$ cat src/rtl/ad7276_frame_scheduler.sv
// AD7276 array sequencer: periodic conversion start, EOC collection, coherent snapshot, AXIS frame out.
// Optional EOC watchdog is compiled in with `define AD7276_SCHED_TIMEOUT_EN.
//
// state    | meaning
// IDLE     | waiting for a period tick
// TRIG     | conv_start pulse, EOC tracking cleared
// WAIT_EOC | collecting EOC pulses from every instance
// CAPTURE  | snapshot all channel results
// STREAM   | one AXIS beat per channel, tlast on the final channel
module ad7276_frame_scheduler #(
  parameter int ADC_LENGTH  = 12,
  parameter int ADC_QTD     = 8,
  parameter int TIMEOUT_CYC = 4096
) (
  input  logic                              CLK100MHz,
  input  logic                              ARESET,
  input  logic                              enable,
  input  logic [31:0]                       rate_div,
  input  logic                              err_clr,
  input  logic [2*ADC_QTD*ADC_LENGTH-1:0]   adc_data,
  input  logic [ADC_QTD-1:0]                eoc_adc,
  output logic                              conv_start,
  output logic [15:0]                       m_axis_tdata,
  output logic                              m_axis_tvalid,
  input  logic                              m_axis_tready,
  output logic                              m_axis_tlast,
  output logic                              busy,
  output logic                              overrun,
  output logic                              timeout_err
);

  localparam int NCH = 2 * ADC_QTD;

  typedef enum logic [2:0] {IDLE, TRIG, WAIT_EOC, CAPTURE, STREAM} state_t;

  state_t                      state, state_nx;
  logic [31:0]                 per_cnt, per_lim, rate_eff;
  logic                        tick;
  logic [ADC_QTD-1:0]          eoc_seen, seen_nx;
  logic                        all_seen, last_ch, wd_expire;
  logic [NCH*ADC_LENGTH-1:0]   shadow;
  logic [3:0]                  ch;

  assign rate_eff = (rate_div < 32'd2) ? 32'd2 : rate_div;
  assign tick     = enable && (per_cnt == per_lim - 32'd1);
  assign seen_nx  = eoc_seen | eoc_adc;
  assign all_seen = &seen_nx;
  assign last_ch  = (ch == 4'(NCH - 1));
  assign busy     = (state != IDLE);

  // The limit is latched on every reload so a rate_div change never truncates a running period.
  always_ff @(posedge CLK100MHz or posedge ARESET) begin
    if (ARESET) begin
      per_cnt <= '0;
      per_lim <= 32'd2;
    end else if (!enable || tick) begin
      per_cnt <= '0;
      per_lim <= rate_eff;
    end else begin
      per_cnt <= per_cnt + 32'd1;
    end
  end

  always_ff @(posedge CLK100MHz or posedge ARESET) begin
    if (ARESET) state <= IDLE;
    else        state <= state_nx;
  end

  always_comb begin
    state_nx      = state;
    conv_start    = 1'b0;
    m_axis_tvalid = 1'b0;
    case (state)
      IDLE:     if (tick) state_nx = TRIG;
      TRIG: begin
        conv_start = 1'b1;
        state_nx   = WAIT_EOC;
      end
      WAIT_EOC: begin
        if (all_seen)       state_nx = CAPTURE;
        else if (wd_expire) state_nx = IDLE;
      end
      CAPTURE:  state_nx = STREAM;
      STREAM: begin
        m_axis_tvalid = 1'b1;
        if (m_axis_tready && last_ch) state_nx = IDLE;
      end
      default:  state_nx = IDLE;
    endcase
  end

  always_ff @(posedge CLK100MHz or posedge ARESET) begin
    if (ARESET) begin
      eoc_seen <= '0;
      shadow   <= '0;
      ch       <= '0;
    end else begin
      if (state == TRIG)     eoc_seen <= '0;
      if (state == WAIT_EOC) eoc_seen <= seen_nx;
      if (state == CAPTURE) begin
        shadow <= adc_data;
        ch     <= '0;
      end
      if (state == STREAM && m_axis_tready && !last_ch) ch <= ch + 4'd1;
    end
  end

  always_comb begin
    m_axis_tdata = '0;
    m_axis_tlast = 1'b0;
    if (state == STREAM) begin
      m_axis_tdata[15:12]          = ch;
      m_axis_tdata[ADC_LENGTH-1:0] = shadow[int'(ch)*ADC_LENGTH +: ADC_LENGTH];
      m_axis_tlast                 = last_ch;
    end
  end

  // Set has priority over err_clr so an error in the clearing cycle is not lost.
  always_ff @(posedge CLK100MHz or posedge ARESET) begin
    if (ARESET)                       overrun <= 1'b0;
    else if (tick && state != IDLE)   overrun <= 1'b1;
    else if (err_clr)                 overrun <= 1'b0;
  end

`ifdef AD7276_SCHED_TIMEOUT_EN
  logic [31:0] wd_cnt;

  assign wd_expire = (state == WAIT_EOC) && !all_seen && (wd_cnt == 32'(TIMEOUT_CYC - 1));

  always_ff @(posedge CLK100MHz or posedge ARESET) begin
    if (ARESET) begin
      wd_cnt      <= '0;
      timeout_err <= 1'b0;
    end else begin
      wd_cnt <= (state == WAIT_EOC) ? wd_cnt + 32'd1 : '0;
      if (wd_expire)    timeout_err <= 1'b1;
      else if (err_clr) timeout_err <= 1'b0;
    end
  end
`else
  assign wd_expire   = 1'b0;
  assign timeout_err = 1'b0;
`endif

endmodule
$ cat config.mk
export PLATFORM = sky130hd
export DESIGN_NAME = ad7276_frame_scheduler
export DESIGN_NICKNAME = d
export VERILOG_FILES = /design/src/rtl/ad7276_frame_scheduler.sv
export SDC_FILE = /design/constraint.sdc
export NUM_CORES = 1
export LEC_CHECK = 0
export BUFFER_PORTS_ARGS = -buffer_cell sky130_fd_sc_hd__buf_2
export CELL_PAD_IN_SITES_DETAIL_PLACEMENT = 1
export CELL_PAD_IN_SITES_GLOBAL_PLACEMENT = 2
export CORE_MARGIN = 2
export CORE_UTILIZATION = 34
export CTS_CLUSTER_DIAMETER = 100
export DETAILED_ROUTE_END_ITERATION = 16
export PLACE_DENSITY_LB_ADDON = 0.3
export SYNTH_ARGS = -nofsm -noshare
export SYNTH_HDL_FRONTEND = slang
export SYNTH_SLANG_ARGS = --single-unit
$ cat constraint.sdc
create_clock -name CLK100MHz -period 6.8 [get_ports CLK100MHz]
set_input_delay 0 -clock CLK100MHz [delete_from_list [all_inputs] [get_ports CLK100MHz]]
set_output_delay 0 -clock CLK100MHz [all_outputs]
set_load 0.005 [all_outputs]
* After elaboration in Yosys (flattened, before gate mapping)
Index checks and enable logic that the tools add are counted.
** Word-level totals
- Flip-flop bits (word level) :: 272
- Input bits :: 237
- Output and inout port bits :: 22
- Word-level logic and storage cells :: 54
** Operators by class
- $add $sub $neg :: 3
- Multiply operators :: 1
- Order comparisons :: 1
- Equal/unequal tests :: 9
- Shifts and indexed selects :: 1
- Multiplexer cells :: 16
- Bitwise operators :: 1
- Reduce and logical (&&, ||, !) cells :: 15
** Operator list (number)
- $shiftx 192x9->12 :: 1
- $mux 32 :: 2
- $add 32x1->32 const B :: 1
- $eq 32x32->1 :: 1
- $lt 32x2->1 const B :: 1
- $sub 32x1->32 const B :: 1
- $mux 16 :: 1
- $mux 8 :: 2
- $pmux 3 s5 :: 1
- $mux 3 :: 3
- $mux 4 :: 2
- $or 8x8->8 :: 1
- $reduce_and 8->1 :: 1
- $eq 3x2->1 const B :: 2
- $mul 4x2->6 const B :: 1
- $ne 2x2->1 const B :: 3
- $reduce_bool 2->1 :: 3
- $logic_and 1x1->1 :: 5
- $mux 1 :: 5
- $add 4x1->4 const B :: 1
- $eq 4x4->1 const B :: 1
- $eq 3x1->1 const B :: 1
- $eq 3x3->1 const B :: 1
- $logic_not 3->1 :: 1
- other kinds (4) :: 5

* Logic depth before layout (Yosys ltp)
Gate-level depths: netlist (run 1).
- Word-level depth :: 5
- Gate-level depth with buffers :: 13
- Gate-level depth less buffers :: 10

* Worst setup path before layout (run 1)
Ideal clock, no wire load.
- Path type :: register to register
- Start :: register per_lim[5]
- End :: register per_lim[18]
- Setup time :: 125 ps
- Arrival :: 3435 ps
- Data required time :: 6675 ps
- Slack :: 3240 ps
- Cell stages (with the launch flop) :: 11
- Path buffers :: 2
- Clock period less this slack :: 3560 ps
- Path through :: dfrtp_1 -> buf_2 -> or4_4 -> nor4b_1 -> nand4b_1 -> xnor2_1 -> nor4_1 -> nand4_1 -> o31ai_4 -> buf_6 -> mux2_2
** Between the ends
- Word-level cells in the longest chain between the ends :: 4
** Ends and longest elaborated chain
- from (decl) :: line 37 : logic [31:0] per_cnt, per_lim, rate_eff;
- from (signal assigned) :: line 58 : per_lim <= rate_eff;
- $sub 32x1->32 :: line 45 : assign tick = enable && (per_cnt == per_lim - 32'd1);
- $eq 32x32->1 :: line 45
- $logic_and 1x1->1 :: line 45
- $logic_or 1x1->1 :: line 56 : end else if (!enable || tick) begin
Every way passes these cells.
A chain may end at the register's enable or synchronous reset.

* Final worst setup path (run 1)
- Start :: register per_lim[5]
- End :: register overrun
** Between the ends
- Word-level cells in the longest chain between the ends :: 5
- Elaborated cells on any way between the ends :: 6
- Those cells by class :: 1 x add/sub; 1 x eq/ne; 1 x mux; 3 x reduce/logical
** Ends and longest elaborated chain
- $sub 32x1->32 * :: line 45
- $eq 32x32->1 * :: line 45
- $logic_and 1x1->1 * :: line 45
- $logic_and 1x1->1 * :: line 121 : else if (tick && state != IDLE) overrun <= 1'b1;
- $mux 1 / $reduce_bool 2->1 (equally long branches)
- to (signal assigned) :: line 120 : if (ARESET) overrun <= 1'b0;
- to (signal assigned) :: line 121
- to (signal assigned) :: line 122 : else if (err_clr) overrun <= 1'b0;
- to (decl) :: line 28 : output logic overrun,
Every way passes the cells marked *; elsewhere a longest branch is shown, timed or not.

==> metrics.md, run 1 <==
| Metric | Value |
|---|---|
| Run status | completed |
| Total GRT Usage | 20.9% |
| Post-synth ARST share | 100% |
| Routed vias | 9864 |
| Commonest non-fill, non-tap cell in the layout | dfrtp_1 |
| Layout cells sized above 1 | 40.2% |
| Wire per inst | 20.6 um |
| Post-Route Setup TNS | 0 ps |
| Fin area | 18500 um^2 |
| MaxCap Viol Count | 0 |
| Initial antenna violation count | 8 |
| Crit path capture type | flop |
| Post-Synthesis Cells | between 900 and 1000 |
| Util after Layout | 47.9% |
| Endpoints failing hold | 0 |
| Flop pwr share | 38.4% |
| Fraction of power spent switching nets | 29.5% |
| Cts bufs inserted | 34 |
| Worst-Skew Late Latency | around 540 ps |
| WS Path Type | flop to flop |
| Post-synth cell types | 52 |
| Hpwl dp | 26.9 mm |
| Initial DRT Pass Iterations | 4 |
| Clock Path Buffers | 3 |
| RR Endpoint | overrun$_DFFE_PP0P_ |
| Worst Tran Pin Value | ~1200 ps |
| Sequential-to-total area share from yosys stat | 51.4% |
| Layout Skew | 20.8 ps |
| Vias in the first global route | 11200 |
| #FFs+latches synth | between 200 and 300 |
| CTS root buf | clkbuf_16 |
| Worst vdd rail ir drop | 244 uV |
| Post-cts hold buffer count | 238 |
| Number of I/O port buffers | 257 |
| Fmax | around 240 MHz |
| Final setup fails | 0 |
| Reg clk slew, reported paths | 60 ps |
| Highest Signal Layer | met4 |
| Hold Path Depth | 3 |
| Setup crit start kind | flop |
| CTS Sinks | 272 |
| Largest net degree at the start of global routing | roughly 180 |
| Post-synth top area cell | dfrtp_1 |
| Vias per std cell | 4.91 |
| Leakage power | 0.00802 uW |
| DRT iter0 DRCs | around 350 |
| Most frequent cells in the layout | dfrtp_1, buf_2, dlygate4sd3_1, mux2_2, nor2_1 |
| Dpl cell area | 15000 um^2 |
| # fillers | 4020 |
| Hold path startpoint | adc_data[39] |
| CTS resizes | 0 |
| Fin crit period | 4110 ps |
| Area of the mapped netlist | 13200 um^2 |
| Initial core utilization | 34.3% |
| Period utilization | 60.5% |
| Placer congestion estimate | 0.788 |
| Number of synthesized flops with an enable pin | 0 |
| Die W | 201 um |
| I/O pins | between 200 and 300 |
| Ranking of synthesized cells by area | dfrtp_1, mux2_2, mux4_2 |
| Hold Crit Class | input port to flop |
| Final nets | 1700 |
| R2r setup slk | approximately 2700 ps |
| Area grow syn2layout | 39.5% |
| TritonCTS clock tree | yes |
| Worst R2R Start | per_lim[5]$_DFFE_PP0N_ |
| Core area | about 39000 um^2 |
| Synth top area share | 51.2% |
| Mapped Avg Cell Area | 13.6 um^2 |
| Syn_nets | 1215 |
| Critical Path AT | 4580 ps |
| Post-CTS Setup Repair Bufs | 0 |
| Req. time, crit path | slightly above 7000 ps |
| Hold endpoint | shadow[39]$_DFFE_PP0P_ |
| Metal2 WL | approximately 21 mm |
| M1 wire length | 17.9 mm |
| Psw | 1430 uW |
| Routed Antenna Nets | 0 |
| Cell Pwr Density | ~260 nW/um^2 |
| Met3 routed WL | 1.96 mm |
| Synth Flop Type | dfrtp_1 |
| Slew headroom | 20.4% |
| CTS H-tree lvls | 2 |
| Internal power | between 3000 and 4000 uW |
| YS warnings | 0 |
| GR Overflow Total | 0 |
| Fin. max-slew vios | 0 |
| Die H | 201 um |
| CP Max Fanout | 8 |
| First-pass GRT wire length | 65.5 mm |
| Worst Reg2Reg Path Length in Cells | 9 |
| DRC | 0 |
| Clock power share | 35.8% |
| Row Count | slightly above 70 |
| RSZ-0062 raised after global routing | false |
| Die area | between 40000 and 50000 um^2 |
| Drt total wl | ~41 mm |
| Logic gate share of total power | 25.8% |
-- cell usage after synthesis (9+ instances only) --
library cell / number
a21o_1: 9
and2_1: 13
and3_1: 13
buf_1: 10
clkbuf_1: 37
dfrtp_1: 271
inv_1: 15
mux2_1: 10
mux2_2: 212
mux4_2: 60
nand2_1: 29
nand3_1: 17
nand4_1: 16
nor2_1: 63
nor3_1: 14
nor4_1: 18
xnor2_1: 38
xor2_1: 39
-- state kept, by name (all words and copies together), names as in the netlist --
signal,flops
shadow,192
per_cnt,32
per_lim,32
eoc_seen,8
ch,4
state,3
overrun,1
-- metal layers --
metal,up-vias,GRT usage (%)
li1,4557,-
met1,5034,26.2
met2,217,35.6
met3,56,4.91
met4,0,7.04
met5,-,0
-- worst max-delay path by stage --
stage,from,endpoint,slack (ps),cells past startpoint
2_1_floorplan,ARESET,ch[0]$_DFFE_PP0P_,3210,1
3_3_place_gp,per_lim[5]$_DFFE_PP0N_,per_lim[31]$_DFFE_PP0N_,2910,9
3_5_place_dp,per_lim[5]$_DFFE_PP0N_,per_lim[23]$_DFFE_PP0N_,2760,9
4_1_cts,per_lim[5]$_DFFE_PP0N_,overrun$_DFFE_PP0P_,2690,9
5_1_grt,per_lim[5]$_DFFE_PP0N_,overrun$_DFFE_PP0P_,2280,9
6_report,per_lim[5]$_DFFE_PP0N_,overrun$_DFFE_PP0P_,2690,9
-- power groups by stage --
stage	combinational (uW)	sequential, uW	clock (uW)
finish	1250	1870	1740
floorplan	799	1780	0
detailed placement	1160	1900	0
global placement	1150	1900	0
CTS	1270	1870	1810
global route	1350	1890	1870
-- critical path: stages, from the launching register on --
cell,delay (ps)
dfrtp_1,460
or4_4,620
nor4b_1,760
nand4b_1,240
xnor2_1,180
nor4_1,270
nand4_1,200
or3_1,550
o22ai_1,180
dlygate4sd3_1,560
-- through the flow --
stage | setup slack, ps | hold WS, ps | total power (uW) | cells
2_1_floorplan | 3210 | 108 | 2580 | 975
3_3_place_gp | 2910 | 201 | 3050 | 1704
3_5_place_dp | 2760 | 206 | 3060 | 1704
4_1_cts | 2690 | 189 | 4950 | 2000
5_1_grt | 2280 | 220 | 5110 | 2006
6_report | 2690 | 227 | 4870 | 2008
-- cell type report --
type	count	area [um^2]	share of cell area, %
well taps	518	648	3.51
clock inverters	5	53.8	0.291
clock buffers	53	993	5.38
diodes	8	20.0	0.108
flip-flops and latches	272	6810	36.9
inverters	15	60.1	0.325
repair buffers	504	3750	20.3
multi-input cells	633	6120	33.2
-- cell families (layout without fill, tap and decap cells) --
kind of cell,Yosys count,after routing,synth area share [%]
xor+xnor,77,77,5.10
fa+ha+maj,3,3,0.284
compound gates,51,51,2.80
other cells,1,9,0.0283
buf+inv,70,577,2.28
simple gates,213,213,8.51
mux,288,288,29.6
flops,272,272,51.4
Note: power is estimated with default switching activity, not from simulation.
==> inputs of run 2 (changes only) <==
==> constraint.sdc (replaced) <==
create_clock -name CLK100MHz -period 3.3 [get_ports CLK100MHz]
set_input_delay 0 -clock CLK100MHz [delete_from_list [all_inputs] [get_ports CLK100MHz]]
set_output_delay 0 -clock CLK100MHz [all_outputs]
set_load 0.005 [all_outputs]
==> run 2 against run 1 <==
Compared with the run above:
- the run now ends with negative setup slack left
- routed wire length rose by 5.4%
- first-iteration DRC count rose by 32%
- highest routed layer unchanged
- via count rose by 2.6%
- combinational power rose by 120%
- flip-flop and latch count did not move
==> metrics.md, run 2 (synthesis gave the netlist of run 1 again) <==
| Metric | Value |
|---|---|
| Run status | finished with violations (was completed) |
| Failing checks | negative setup slack |
| Met3 Use GR | 4.73% (was 4.91%) |
| Worst path max stage delay | 570 ps (was 760 ps) |
| Fmax | 290 MHz (was 243 MHz) |
| Largest net degree at the start of global routing | 77 (was 182) |
| Die H | 201 um (unchanged) |
| Routed Antenna Nets | 0 (unchanged) |
| Buf/Inv on CP | 3 (was 1) |
| Grt met1 use | 26.6% (was 26.2%) |
| Final worst slack | -151 ps (was 2690 ps) |
| Routed vias | 10100 (was 9864) |
| Setup crit start kind | flop (unchanged) |
| Cts bufs inserted | 34 (unchanged) |
| Drt total wl | 43.6 mm (was 41.4 mm) |
| CTS H-tree lvls | 2 (unchanged) |
| Worst-Skew Late Latency | 540 ps (about the same) |
| Cell Pwr Density | 533 nW/um^2 (was 264 nW/um^2) |
| I/O pins | 259 (unchanged) |
| First-pass GRT wire length | 67.6 mm (was 65.5 mm) |
| Max FFs per register | 192 (unchanged) |
| Slew headroom | 33.3% (was 20.4%) |
| GR Overflow Total | 0 (unchanged) |
| CP Max Fanout | 5 (was 8) |
| Cell repeated most along the worst path | or4_4 |
| MaxCap Viol Count | 0 (unchanged) |
| Die area | 40500 um^2 (unchanged) |
| Initial antenna violation count | 7 (was 8) |
| Core area | 38600 um^2 (unchanged) |
| Met2 Usage GRT | 38.0% (was 35.6%) |
| Clock Path Buffers | 3 (unchanged) |
| Fin. max-slew vios | 0 (unchanged) |
| Hpwl dp | 28.9 mm (was 26.9 mm) |
| Finished Layout Cells | 2063 (was 2008) |
| Area grow syn2layout | 44.8% (was 39.5%) |
| Commonest non-fill, non-tap cell in the layout | dfrtp_1 (unchanged) |
| Post-Route Setup TNS | -5650 ps (was 0 ps) |
| Placer congestion estimate | 0.798 (was 0.788) |
| Fin crit period | 3450 ps (was 4110 ps) |
| Biggest register | shadow (unchanged) |
| Die W | 201 um (unchanged) |
| Wire per inst | 21.2 um (was 20.6 um) |
| Period utilization | 105% (was 60.5%) |
| Biggest regs | shadow (192), per_cnt (32), per_lim (32) (unchanged) |
| Crit path capture type | flop (unchanged) |
| Req. time, crit path | 3710 ps (was 7260 ps) |
| Critical Path AT | 3860 ps (was 4580 ps) |
| RSZ-0062 raised after global routing | true (was false) |
| TritonCTS clock tree | yes (unchanged) |
| Vias per std cell | 4.91 (about the same) |
| Number of I/O port buffers | 257 (unchanged) |
| Initial core utilization | 34.3% (unchanged) |
| Worst Tran Pin Value | 1000 ps (was 1190 ps) |
| Leakage power | 0.00842 uW (was 0.00802 uW) |
| Slowest cell on crit path | or4_4 (was nor4b_1) |
| Cell family with most CP delay | simple AND/OR/NAND/NOR gates (unchanged) |
| WS Path Type | flop to flop (unchanged) |
| Worst vdd rail ir drop | 403 uV (was 244 uV) |
| Dpl ws | -58.3 ps (was 2760 ps) |
| DRT iter0 DRCs | 466 (was 354) |
| CTS Sinks | 272 (unchanged) |
| Most frequent cells in the layout | dfrtp_1, buf_2, dlygate4sd3_1, mux2_2, nor2_1 (unchanged) |
| Cells after DPL | 1751 (was 1704) |
| Vias in the first global route | 11400 (was 11200) |
| Final setup fails | 58 (was 0) |
| CTS root buf | clkbuf_16 (unchanged) |
| Hold slack | 223 ps (was 227 ps) |
| Total GRT Usage | 21.8% (was 20.9%) |
| Row Count | 72 (unchanged) |
| DRC | 0 (unchanged) |
| Critical path cell sequence | or4_4 > nor4_4 > buf_4 > nand4_1 > a211oi_2 > a211oi_1 > or4_4 > o31ai_4 > buf_6 > clkbuf_16 > mux2_2 (was or4_4 > nor4b_1 > nand4b_1 > xnor2_1 > nor4_1 > nand4_1 > or3_1 > o22ai_1 > dlygate4sd3_1) |
| Layout cells sized above 1 | 43.7% (was 40.2%) |
| Hold Crit Class | input port to async pin (was input port to flop) |
| Initial DRT Pass Iterations | 6 (was 4) |
| Layout Skew | 13.0 ps (was 20.8 ps) |
| Reg clk slew, reported paths | 50 ps (was 60 ps) |
| Grt peak-use layer | met2 (unchanged) |
| Endpoints failing hold | 0 (unchanged) |
| Final nets | 1759 (was 1700) |
## run 2: area by class of cell
cell class / count / area [um^2]
multi-input combinational: 633 / 6190
tap: 518 / 648
fill: 4086 / 19400
timing repair buffer: 563 / 4380
inverter: 15 / 60.1
clock buffer: 51 / 1030
antenna: 7 / 17.5
clock inverter: 4 / 23.8
sequential: 272 / 6810
## run 2: per-stage QoR
step | instance area [um^2] | util (%) | total power [uW]
final | 19200 | 49.7 | 10200
after global routing | 19200 | 49.7 | 10700
after CTS | 19000 | 49.4 | 10400
after detailed placement | 15500 | 40.2 | 6470
after global placement | 15500 | 40.2 | 6440
after floorplan | 13300 | - | 5320
## run 2: worst min-delay path, stage by stage
cell           delay (ps)
dlygate4sd3_1         530
buf_2                 130
clkinvlp_4            610
## run 2: where the power goes
group          leakage, uW  switching (uW)  internal [uW]
logic              0.00463            1260           1550
clock network     0.000521            1450           2130
registers          0.00327             295           3530
total              0.00842            3010           7210
## run 2: routing by layer
layer / wire length [um] / part of all wire (%)
met1: 18200 / 42
met5: 0 / 0
met2: 22200 / 51
met3: 2080 / 4.8
met4: 1250 / 2.9
## run 2: final timing paths
check                                   startpoint  slack [ps]  depth (start not counted)                      end
setup reg to reg           per_lim[11]$_DFFE_PP0N_        -150                         11  per_lim[13]$_DFFE_PP0N_
min in group CLK100MHz                adc_data[91]         230                          3   shadow[91]$_DFFE_PP0P_
hold reg to reg            shadow[120]$_DFFE_PP0P_         500                          1  shadow[120]$_DFFE_PP0P_
setup / recovery           per_lim[11]$_DFFE_PP0N_        -150                         11  per_lim[13]$_DFFE_PP0N_
hold / removal                              ARESET         220                          3  shadow[113]$_DFFE_PP0P_
max in group asynchronous                   ARESET        2190                          4  per_lim[30]$_DFFE_PP0N_
## run 2: what timing repair did
| action | 4_1_cts | 5_1_grt |
|---|---|---|
| resized for setup | 5 | 8 |
| setup buffers | 9 | 1 |
| endpoints found under the hold margin | 271 | 0 |
| hold buffers | 236 | 0 |
| setup endpoints to repair | 31 | 62 |
| pin swaps | 5 | 4 |
| gates cloned | 1 | 3 |
==> inputs of run 3 (changes only) <==
==> constraint.sdc (replaced) <==
create_clock -name CLK100MHz -period 3.3 [get_ports CLK100MHz]
set_input_delay 0.495 -clock CLK100MHz [delete_from_list [all_inputs] [get_ports CLK100MHz]]
set_output_delay 0.495 -clock CLK100MHz [all_outputs]
set_load 0.005 [all_outputs]
==> run 3 against run 2 <==
Compared with the run above:
- the run still ends with negative setup slack left
- power down 0.16%
- combinational power is 4% lower
- sequential share of layout area rose by 4.7 points
- global-route usage fell by 1.9 points
- sequential power is 2% lower
- worst setup slack improved by 120 ps
- clock-buffer cell count rose by 3
- flip-flop and latch count did not move
- maximum frequency rose by 3.7%
- critical path depth is 2 higher
- utilization fell by 5.8 points
- critical path type unchanged
- highest routed layer is now met5
==> metrics.md, run 3 (synthesis gave the netlist of run 1 again) <==
| Metric | Value |
|---|---|
| Run status | finished with violations (unchanged) |
| Failing checks | negative setup slack (unchanged) |
| Biggest regs | shadow (192), per_cnt (32), per_lim (32) (unchanged) |
| Reg clk slew, reported paths | 50 ps (about the same) |
| Cts bufs inserted | 35 (was 34) |
| Hpwl dp | 28.9 mm (about the same) |
| R2r setup slk | -30 ps (was -150 ps) |
| DRC | 0 (unchanged) |
| CTS root buf | clkbuf_16 (unchanged) |
| CTS Sinks | 272 (unchanged) |
| Die W | 201 um (unchanged) |
| Core area | 38600 um^2 (unchanged) |
| Critical path cell sequence | or4_4 > buf_6 > nor4_4 > buf_4 > buf_4 > nand3_1 > xnor2_1 > a31oi_1 > nand4b_1 > o31ai_4 > buf_6 > buf_12 > mux2_2 (was or4_4 > nor4_4 > buf_4 > nand4_1 > a211oi_2 > a211oi_1 > or4_4 > o31ai_4 > buf_6 > clkbuf_16 > mux2_2) |
| Total GRT Usage | 19.9% (was 21.8%) |
| Die area | 40500 um^2 (unchanged) |
| Final worst slack | -26.9 ps (was -151 ps) |
| Vias per std cell | 5.05 (was 4.91) |
| Drt total wl | 39.5 mm (was 43.6 mm) |
| Wire per inst | 21.6 um (was 21.2 um) |
| RSZ-0062 raised after global routing | true (unchanged) |
| Initial core utilization | 34.3% (unchanged) |
| Hold Crit Class | input port to flop (was input port to async pin) |
| Worst Setup SP | per_lim[8]$_DFFE_PP0N_ (was per_lim[11]$_DFFE_PP0N_) |
| Worst-Skew Late Latency | 560 ps (was 540 ps) |
| Worst vdd rail ir drop | 428 uV (was 403 uV) |
| Routed vias | 9233 (was 10100) |
| CTS H-tree lvls | 2 (unchanged) |
| DRT iter0 DRCs | 333 (was 466) |
| Clock Path Buffers | 3 (unchanged) |
| Crit path capture type | flop (unchanged) |
| Worst Tran Pin Value | 964 ps (was 1000 ps) |
| Slowest cell on crit path | or4_4 (unchanged) |
| GR Overflow Total | 0 (unchanged) |
| I/O pins | 259 (unchanged) |
| Final nets | 1523 (was 1759) |
| Dpl cell area | 15500 um^2 (about the same) |
| Routed Antenna Nets | 0 (unchanged) |
| Die H | 201 um (unchanged) |
| Initial DRT Pass Iterations | 4 (was 6) |
| Slew headroom | 35.6% (was 33.3%) |
| First-pass GRT wire length | 61.3 mm (was 67.6 mm) |
| Row Count | 72 (unchanged) |
| Leakage power | 0.00749 uW (was 0.00842 uW) |
| Period utilization | 101% (was 105%) |
| Number of I/O port buffers | 257 (unchanged) |
| Layout Skew | 23.2 ps (was 13.0 ps) |
| Flop pwr share | 36.9% (was 37.4%) |
| Dpl ws | -40.6 ps (was -58.3 ps) |
| Biggest register | shadow (unchanged) |
| Post-Route Setup TNS | -200 ps (was -5650 ps) |
| Commonest non-fill, non-tap cell in the layout | dfrtp_1 (unchanged) |
| Clock power share | 36.6% (was 35.0%) |
| Cell Pwr Density | 602 nW/um^2 (was 533 nW/um^2) |
| Setup crit start kind | flop (unchanged) |
| Layout cells sized above 1 | 52.0% (was 43.7%) |
| Most frequent cells in the layout | dfrtp_1, buf_2, mux2_2, nor2_1, mux4_2 (was dfrtp_1, buf_2, dlygate4sd3_1, mux2_2, nor2_1) |
| Worst R2R Start | per_lim[8]$_DFFE_PP0N_ (was per_lim[11]$_DFFE_PP0N_) |
| Initial antenna violation count | 12 (was 7) |
| Fin area | 16900 um^2 (was 19200 um^2) |
| Critical Path AT | 3760 ps (was 3860 ps) |
| Fin. max-slew vios | 0 (unchanged) |
| Fraction of power spent switching nets | 29.6% (was 29.4%) |
| Worst path max stage delay | 610 ps (was 570 ps) |
| Endpoints failing hold | 0 (unchanged) |
| Vias in the first global route | 10300 (was 11400) |
| CP Max Fanout | 10 (was 5) |
| Placer congestion estimate | 0.816 (was 0.798) |
| Final setup fails | 16 (was 58) |
| Hold path startpoint | err_clr |
| Internal power | 7190 uW (was 7210 uW) |
| Fmax | 301 MHz (was 290 MHz) |
| Req. time, crit path | 3730 ps (was 3710 ps) |
| Psw | 3020 uW (was 3010 uW) |
| Area grow syn2layout | 28.0% (was 44.8%) |
| MaxCap Viol Count | 0 (unchanged) |
| Largest net degree at the start of global routing | 104 (was 77) |
| Fin crit period | 3330 ps (was 3450 ps) |
| Logic gate share of total power | 26.5% (was 27.5%) |
| WS Path Type | flop to flop (unchanged) |
| Max FFs per register | 192 (unchanged) |
| TritonCTS clock tree | yes (unchanged) |
## run 3: cell types whose count changed in the layout (fill, tap and decap cells not counted), moves of 3 or more
cell	before	now
dlygate4sd3_1	236	0
buf_4	53	48
clkbuf_1	7	12
diode_2	7	3
buf_6	3	6
nor4_1	17	14
## run 3: power groups by stage
stage	registers, uW	logic [uW]	clock network [uW]
2_1_floorplan	3670	1650	0
3_3_place_gp	3820	2630	0
3_5_place_dp	3830	2650	0
4_1_cts	3760	2770	3880
5_1_grt	3790	2920	4000
6_report	3760	2700	3740
## run 3: worst max-delay path, delay by kind of cell, from the launching register on
family | cells | cell delay, ps
flops | 1 | 380
buf+inv | 5 | 740
mux | 1 | 340
simple gates | 4 | 1120
compound gates | 2 | 470
xor+xnor | 1 | 140
## run 3: timing repair
action	4_1_cts	5_1_grt
pin swaps	5	5
resized for setup	9	18
setup endpoints to repair	48	68
hold endpoints to repair	0	0
hold buffers	0	0
buffers inserted	9	2
gates cloned	2	1
## run 3: final cells by class
cell class	instances	area [um^2]
Clock inverter	9	108
Multi-Input combinational cell	633	6240
Fill cell	4132	21600
Timing Repair Buffer	326	2040
Sequential cell	272	6810
Inverter	15	60.1
Tap cell	518	648
Antenna cell	3	7.51
Clock buffer	54	1020
## run 3: path summary, 6_finish.rpt
check,endpoint,depth (start not counted)
setup / recovery,per_lim[10]$_DFFE_PP0N_,13
setup reg to reg,per_lim[10]$_DFFE_PP0N_,13
min in group asynchronous,shadow[12]$_DFFE_PP0P_,2
hold reg to reg,shadow[57]$_DFFE_PP0P_,1
max in group asynchronous,ch[0]$_DFFE_PP0P_,3
hold / removal,overrun$_DFFE_PP0P_,2
## run 3: per-layer routing
| layer | vias to the layer above | wire length, um | share of wire, % | GRT usage (%) |
|---|---|---|---|---|
| li1 | 4194 | - | - | - |
| met1 | 4749 | 16200 | 41 | 24.2 |
| met2 | 207 | 19700 | 50 | 34.1 |
| met3 | 67 | 2460 | 6.2 | 6.12 |
| met4 | 16 | 967 | 2.4 | 5.70 |
| met5 | - | 106 | 0.27 | 0 |
## run 3: per-stage QoR
step,utilization (%),total power [uW],hold WS [ps],std cells
4_1_cts,43.6,10400,122,1824
6_report,43.9,10200,156,1830
3_3_place_gp,40.2,6440,482,1750
5_1_grt,43.9,10700,145,1829
2_1_floorplan,-,5320,462,975
3_5_place_dp,40.2,6480,488,1750
